--- config.mk ---
export PLATFORM = sky130hd
export DESIGN_NAME = multicycle_control
export DESIGN_NICKNAME = d
export VERILOG_FILES = /design/src/rtl/multicycle_control.sv
export SDC_FILE = /design/constraint.sdc
export NUM_CORES = 1
export LEC_CHECK = 0
export CORE_MARGIN = 2
export CORE_UTILIZATION = 30
export DETAILED_ROUTE_END_ITERATION = 7
export GPL_ROUTABILITY_DRIVEN = 0
export SYNTH_ARGS = -nofsm -noshare
export SYNTH_HDL_FRONTEND = slang
export SYNTH_SLANG_ARGS = --single-unit
--- constraint.sdc ---
create_clock -name clk_i -period 2.4 [get_ports clk_i]
set_input_delay 0.48 -clock clk_i [delete_from_list [all_inputs] [get_ports clk_i]]
set_output_delay 0.48 -clock clk_i [all_outputs]
set_load 0.02 [all_outputs]
--- src/rtl/multicycle_control.sv ---
// Moore control FSM for a multicycle R/I-type datapath with a retired-instruction counter.
// Define ILLEGAL_TRAP_EN to halt on unknown opcodes (sticky illegal_o) instead of skipping them.
module multicycle_control #(
   parameter int unsigned CNT_W = 32
) (
   input  logic             clk_i,
   input  logic             rst_i,
   input  logic             start_i,
   input  logic [6:0]       Op_i,
   output logic             IRWrite_o,
   output logic             PCWrite_o,
   output logic [1:0]       ALUOp_o,
   output logic             ALUSrc_o,
   output logic             RegWrite_o,
   output logic [2:0]       state_o,
   output logic             busy_o,
   output logic             illegal_o,
   output logic [CNT_W-1:0] retired_o
);

   typedef enum logic [2:0] {
      StIdle      = 3'd0,
      StFetch     = 3'd1,
      StDecode    = 3'd2,
      StExecute   = 3'd3,
      StWriteback = 3'd4,
      StHalt      = 3'd5
   } state_e;

   localparam logic [6:0] OpR    = 7'b0110011;
   localparam logic [6:0] OpI    = 7'b0010011;
   localparam logic [6:0] OpHalt = 7'b0000000;

   state_e           state_q, state_d;
   logic [6:0]       op_q, op_d;
   logic [CNT_W-1:0] retired_q, retired_d;

   logic op_q_is_r, op_q_is_i, op_q_legal;
   logic op_in_legal;

   assign op_q_is_r   = (op_q == OpR);
   assign op_q_is_i   = (op_q == OpI);
   assign op_q_legal  = op_q_is_r | op_q_is_i;
   assign op_in_legal = (Op_i == OpR) | (Op_i == OpI);

`ifdef ILLEGAL_TRAP_EN
   logic illegal_q, illegal_d;
`endif

   always_comb begin
      state_d   = state_q;
      op_d      = op_q;
      retired_d = retired_q;
`ifdef ILLEGAL_TRAP_EN
      illegal_d = illegal_q;
`endif
      case (state_q)
         StIdle: begin
            if (start_i) begin
               state_d = StFetch;
            end
         end
         StFetch: begin
            state_d = StDecode;
         end
         StDecode: begin
            op_d = Op_i;
            if (op_in_legal) begin
               state_d = StExecute;
            end else if (Op_i == OpHalt) begin
               state_d = StHalt;
            end else begin
`ifdef ILLEGAL_TRAP_EN
               state_d   = StHalt;
               illegal_d = 1'b1;
`else
               // Unknown opcode retires nothing but still advances the PC.
               state_d = StWriteback;
`endif
            end
         end
         StExecute: begin
            state_d = StWriteback;
         end
         StWriteback: begin
            if (op_q_legal) begin
               retired_d = retired_q + CNT_W'(1);
            end
            state_d = start_i ? StFetch : StIdle;
         end
         StHalt: begin
            state_d = StHalt;
         end
         default: begin
            state_d = StIdle;
         end
      endcase
   end

   always_ff @(posedge clk_i) begin
      if (rst_i) begin
         state_q   <= StIdle;
         op_q      <= '0;
         retired_q <= '0;
      end else begin
         state_q   <= state_d;
         op_q      <= op_d;
         retired_q <= retired_d;
      end
   end

`ifdef ILLEGAL_TRAP_EN
   always_ff @(posedge clk_i) begin
      if (rst_i) begin
         illegal_q <= 1'b0;
      end else begin
         illegal_q <= illegal_d;
      end
   end

   assign illegal_o = illegal_q;
`else
   assign illegal_o = 1'b0;
`endif

   // Outputs decode only registered state and op_q.
   always_comb begin
      IRWrite_o  = 1'b0;
      PCWrite_o  = 1'b0;
      ALUOp_o    = 2'b00;
      ALUSrc_o   = 1'b0;
      RegWrite_o = 1'b0;
      busy_o     = 1'b1;
      case (state_q)
         StIdle, StHalt: begin
            busy_o = 1'b0;
         end
         StFetch: begin
            IRWrite_o = 1'b1;
         end
         StExecute, StWriteback: begin
            if (op_q_is_r) begin
               ALUOp_o = 2'b10;
            end else if (op_q_is_i) begin
               ALUOp_o  = 2'b11;
               ALUSrc_o = 1'b1;
            end
            if (state_q == StWriteback) begin
               PCWrite_o  = 1'b1;
               RegWrite_o = op_q_legal;
            end
         end
         default: begin
         end
      endcase
   end

   assign state_o   = state_q;
   assign retired_o = retired_q;

endmodule
==> run_results.csv <==
group,metric,value,unit
placement,placed_cells,394,
detailed_routing,drc,0,
setup_path,worstSetupEndpointType,"output port",
timing,setup_slack,0.156,ns
setup_path,cp_data_required_time,1.92,ns
setup_path,cp_max_fo,8,
placement,dp_slack,0.132,ns
timing,fin_crit_sh,0.935,
detailed_routing,first_pass_iters,4,
setup_path,r2r_end,"retired_o[15]",
detailed_routing,drtAntennaViolNets,0,
status,status,"finished clean",
clocking,htreeDepth,2,
global_routing,grt_pass1_wl,8720,um
min_path,hold_depth,2,
detailed_routing,via_per_inst,5.11,
synthesis,synth_top_cell_area_share,0.388,
synthesis,synthFlopType,"dfxtp_1",
synthesis,yosysMostFrequentCell,"dfxtp_1",
timing,fin_crit,2.24,ns
synthesis,yosys_warnings,0,
synthesis,yosysSeqAreaShare,0.388,
synthesis,yosys-top-cells-area,"dfxtp_1 39%, a21oi_1 5.3%, or4_1 4.8%, mux2_2 4.7%, o31ai_1 4.5%",
timing,worstMarginPinSlew,0.697,ns
clocking,clk_latency,0.28,ns
detailed_routing,drt-total-wl,5230,um
timing,rsz0062_at_grt,"no",
global_routing,grt_max_degree,52,
clocking,cts_tree,"yes",
clocking,clockRootBuffer,"clkbuf_8",
layout,drive_above_1_share,0.102,
global_routing,grt-ovfl-total,0,
synthesis,synth_fp_nets,267,
detailed_routing,vias,2045,
min_path,hold_path.class,"reg -> reg",
placement,io_buffers,51,
layout,fin_cells,400,
synthesis,synth_top_cell_by_area,"dfxtp_1",
layout,area_delta_synth_final,33.3,%
setup_path,reg2regPathDepth,6,
timing,hold_viol,0,
setup_path,regToRegStartpoint,"state_o[0]",
detailed_routing,drt-initial-drc-count,139,
synthesis,synth_cell_types,35,
min_path,min_from,"retired_o[15]",
die,floorplan.initialDensity,0.314,
global_routing,grt_use_total,0.136,
setup_path,arrival,1.76,ns
global_routing,first_global_vias,1900,
timing,max_freq,446,MHz
flow_run,max_cap_violations,0,
layout,final_core_util,0.418,
layout,fin_nets,316,
synthesis,syn_area,0.00217,mm^2
synthesis,synth-edff-count,0,
timing,slew_viol_final,0,
synthesis,ys_ff_latch,42,
pwr,ir_drop,0.000331,V
die,dieArea,0.00792,mm^2
clocking,post-cts-setup-buffers,0,
timing,skew,0.00742,ns
pwr,p_per_area,431,mW/mm^2
layout,antenna_cells,0,
die,pin_count,53,
clocking,numCtsBuffers,5,
die,floorplan.core_area,0.00691,mm^2
pwr,power.leakage,0.000957,uW
setup_path,path_class,"reg -> out",
min_path,hold_end,"retired_o[15]",
setup_path,start_kind,"register",
timing,setup_tns,0,ns
global_routing,antenna_found_initial,0,
die,rows,30,
synthesis,syn_inst,256,
clocking,clock_path_buffers,2,
die,die_w,89.0,um
die,chipHeight,89.0,um
clocking,hold_buffers,0,
timing,setup_viol,0,
setup_path,r2r_slack,0.38,ns
synthesis,synth.avg_cell_area,8.47,um^2
detailed_routing,wire_per_inst,13.1,um
clocking,cts_sinks,42,
timing,worst_slew_margin_rel,0.533,
placement,place_area,0.00280,mm^2
synthesis,synth_common_cells,"42 x dfxtp_1, 23 x a21oi_1, 21 x nor2_1",
clocking,path_clk_slew,0.08,ns
placement,post-dp-hpwl,3720,um
layout,finalInstanceArea,0.00289,mm^2
synthesis,synthArstFlopShare,0,
-- metal layers --
layer | wire length (um) | up-vias | global-route usage
met1 | 2550 | 947 | 0.185
met2 | 2330 | 50 | 0.219
li1 | - | 1044 | -
met3 | 308 | 4 | 0.0332
met4 | 43 | 0 | 0.0326
met5 | 0 | - | 0
-- flip-flops by register name, summed over array words and instances, names as in the netlist --
signal	flops
retired_o	32
state_o	3
op_q	7
-- final cells by class --
cell class	count	area, um^2
clock buffer	6	82.6
fill	726	4020
timing repair buffer	61	598
multi-input combinational	190	1230
tap	96	120
sequential	42	842
inverter	5	18.8
-- layout by cell type (no fill, tap or decap), drive strengths merged --
cell type / count
and3: 1
mux2i: 8
inv: 5
a2111oi: 1
clkdlybuf4s50: 48
dlymetal6s2s: 1
ha: 1
a21oi: 23
and4bb: 1
xnor2: 2
o21ai: 6
nand3: 12
nor2: 21
conb: 1
nor4: 9
nor3b: 1
dfxtp: 42
mux2: 9
or3: 8
or4: 14
and4: 6
dlygate4sd2: 2
nor4bb: 1
and2: 4
nand2: 13
nor3: 4
clkbuf: 6
nand4: 13
o31ai: 13
o21bai: 1
nor2b: 15
xor2: 2
buf: 10
-- logic make-up after synthesis --
group,count (synthesis),synth area share
AO/OA/AOI/OAI,44,0.119
XOR/XNOR,4,0.0162
adder cells (fa/ha/maj),1,0.00577
buffers and inverters,24,0.0485
flip-flops,42,0.388
multiplexers,17,0.0837
other,1,0.00173
AND/OR/NAND/NOR,123,0.337
-- through the flow --
stage | power (uW) | hold slack [ns]
2_1_floorplan | 772 | 0.462
3_3_place_gp | 813 | 0.490
3_5_place_dp | 814 | 0.484
4_1_cts | 1270 | 0.497
5_1_grt | 1300 | 0.547
6_report | 1250 | 0.498
-- how the worst max path moves through the flow --
| stage | from | to | slack [ns] | cells past startpoint |
|---|---|---|---|---|
| floorplan | state_o[2] | ALUOp_o[0] | 0.02 | 5 |
| global placement | op_q[4] | ALUOp_o[0] | 0.19 | 4 |
| detailed placement | op_q[4] | ALUSrc_o | 0.13 | 4 |
| CTS | op_q[4] | ALUOp_o[1] | 0.007 | 4 |
| global route | state_o[0] | RegWrite_o | 0.06 | 4 |
| finish | state_o[0] | RegWrite_o | 0.16 | 4 |
-- power breakdown --
group          leakage [uW]  switching (uW)  internal (uW)  total, uW
Combinational      0.000574            45.4           43.2       88.5
Sequential         0.000339            6.23            702        709
Clock             0.0000431             227            222        449
-- worst max-delay path: stages, from the launching register on --
cell and delay [ns]:
dfxtp_2 0.37, nor3b_4 0.29, nand3_1 0.15, inv_1 0.08, clkdlybuf4s50_1 0.59
-- repair_timing --
action / CTS / global route
setup endpoints to repair: 2 / 3
gates cloned: 0 / 0
resized for setup: 2 / 3
pin swaps: 0 / 0
No activity file was read; power rests on OpenSTA's default activity.
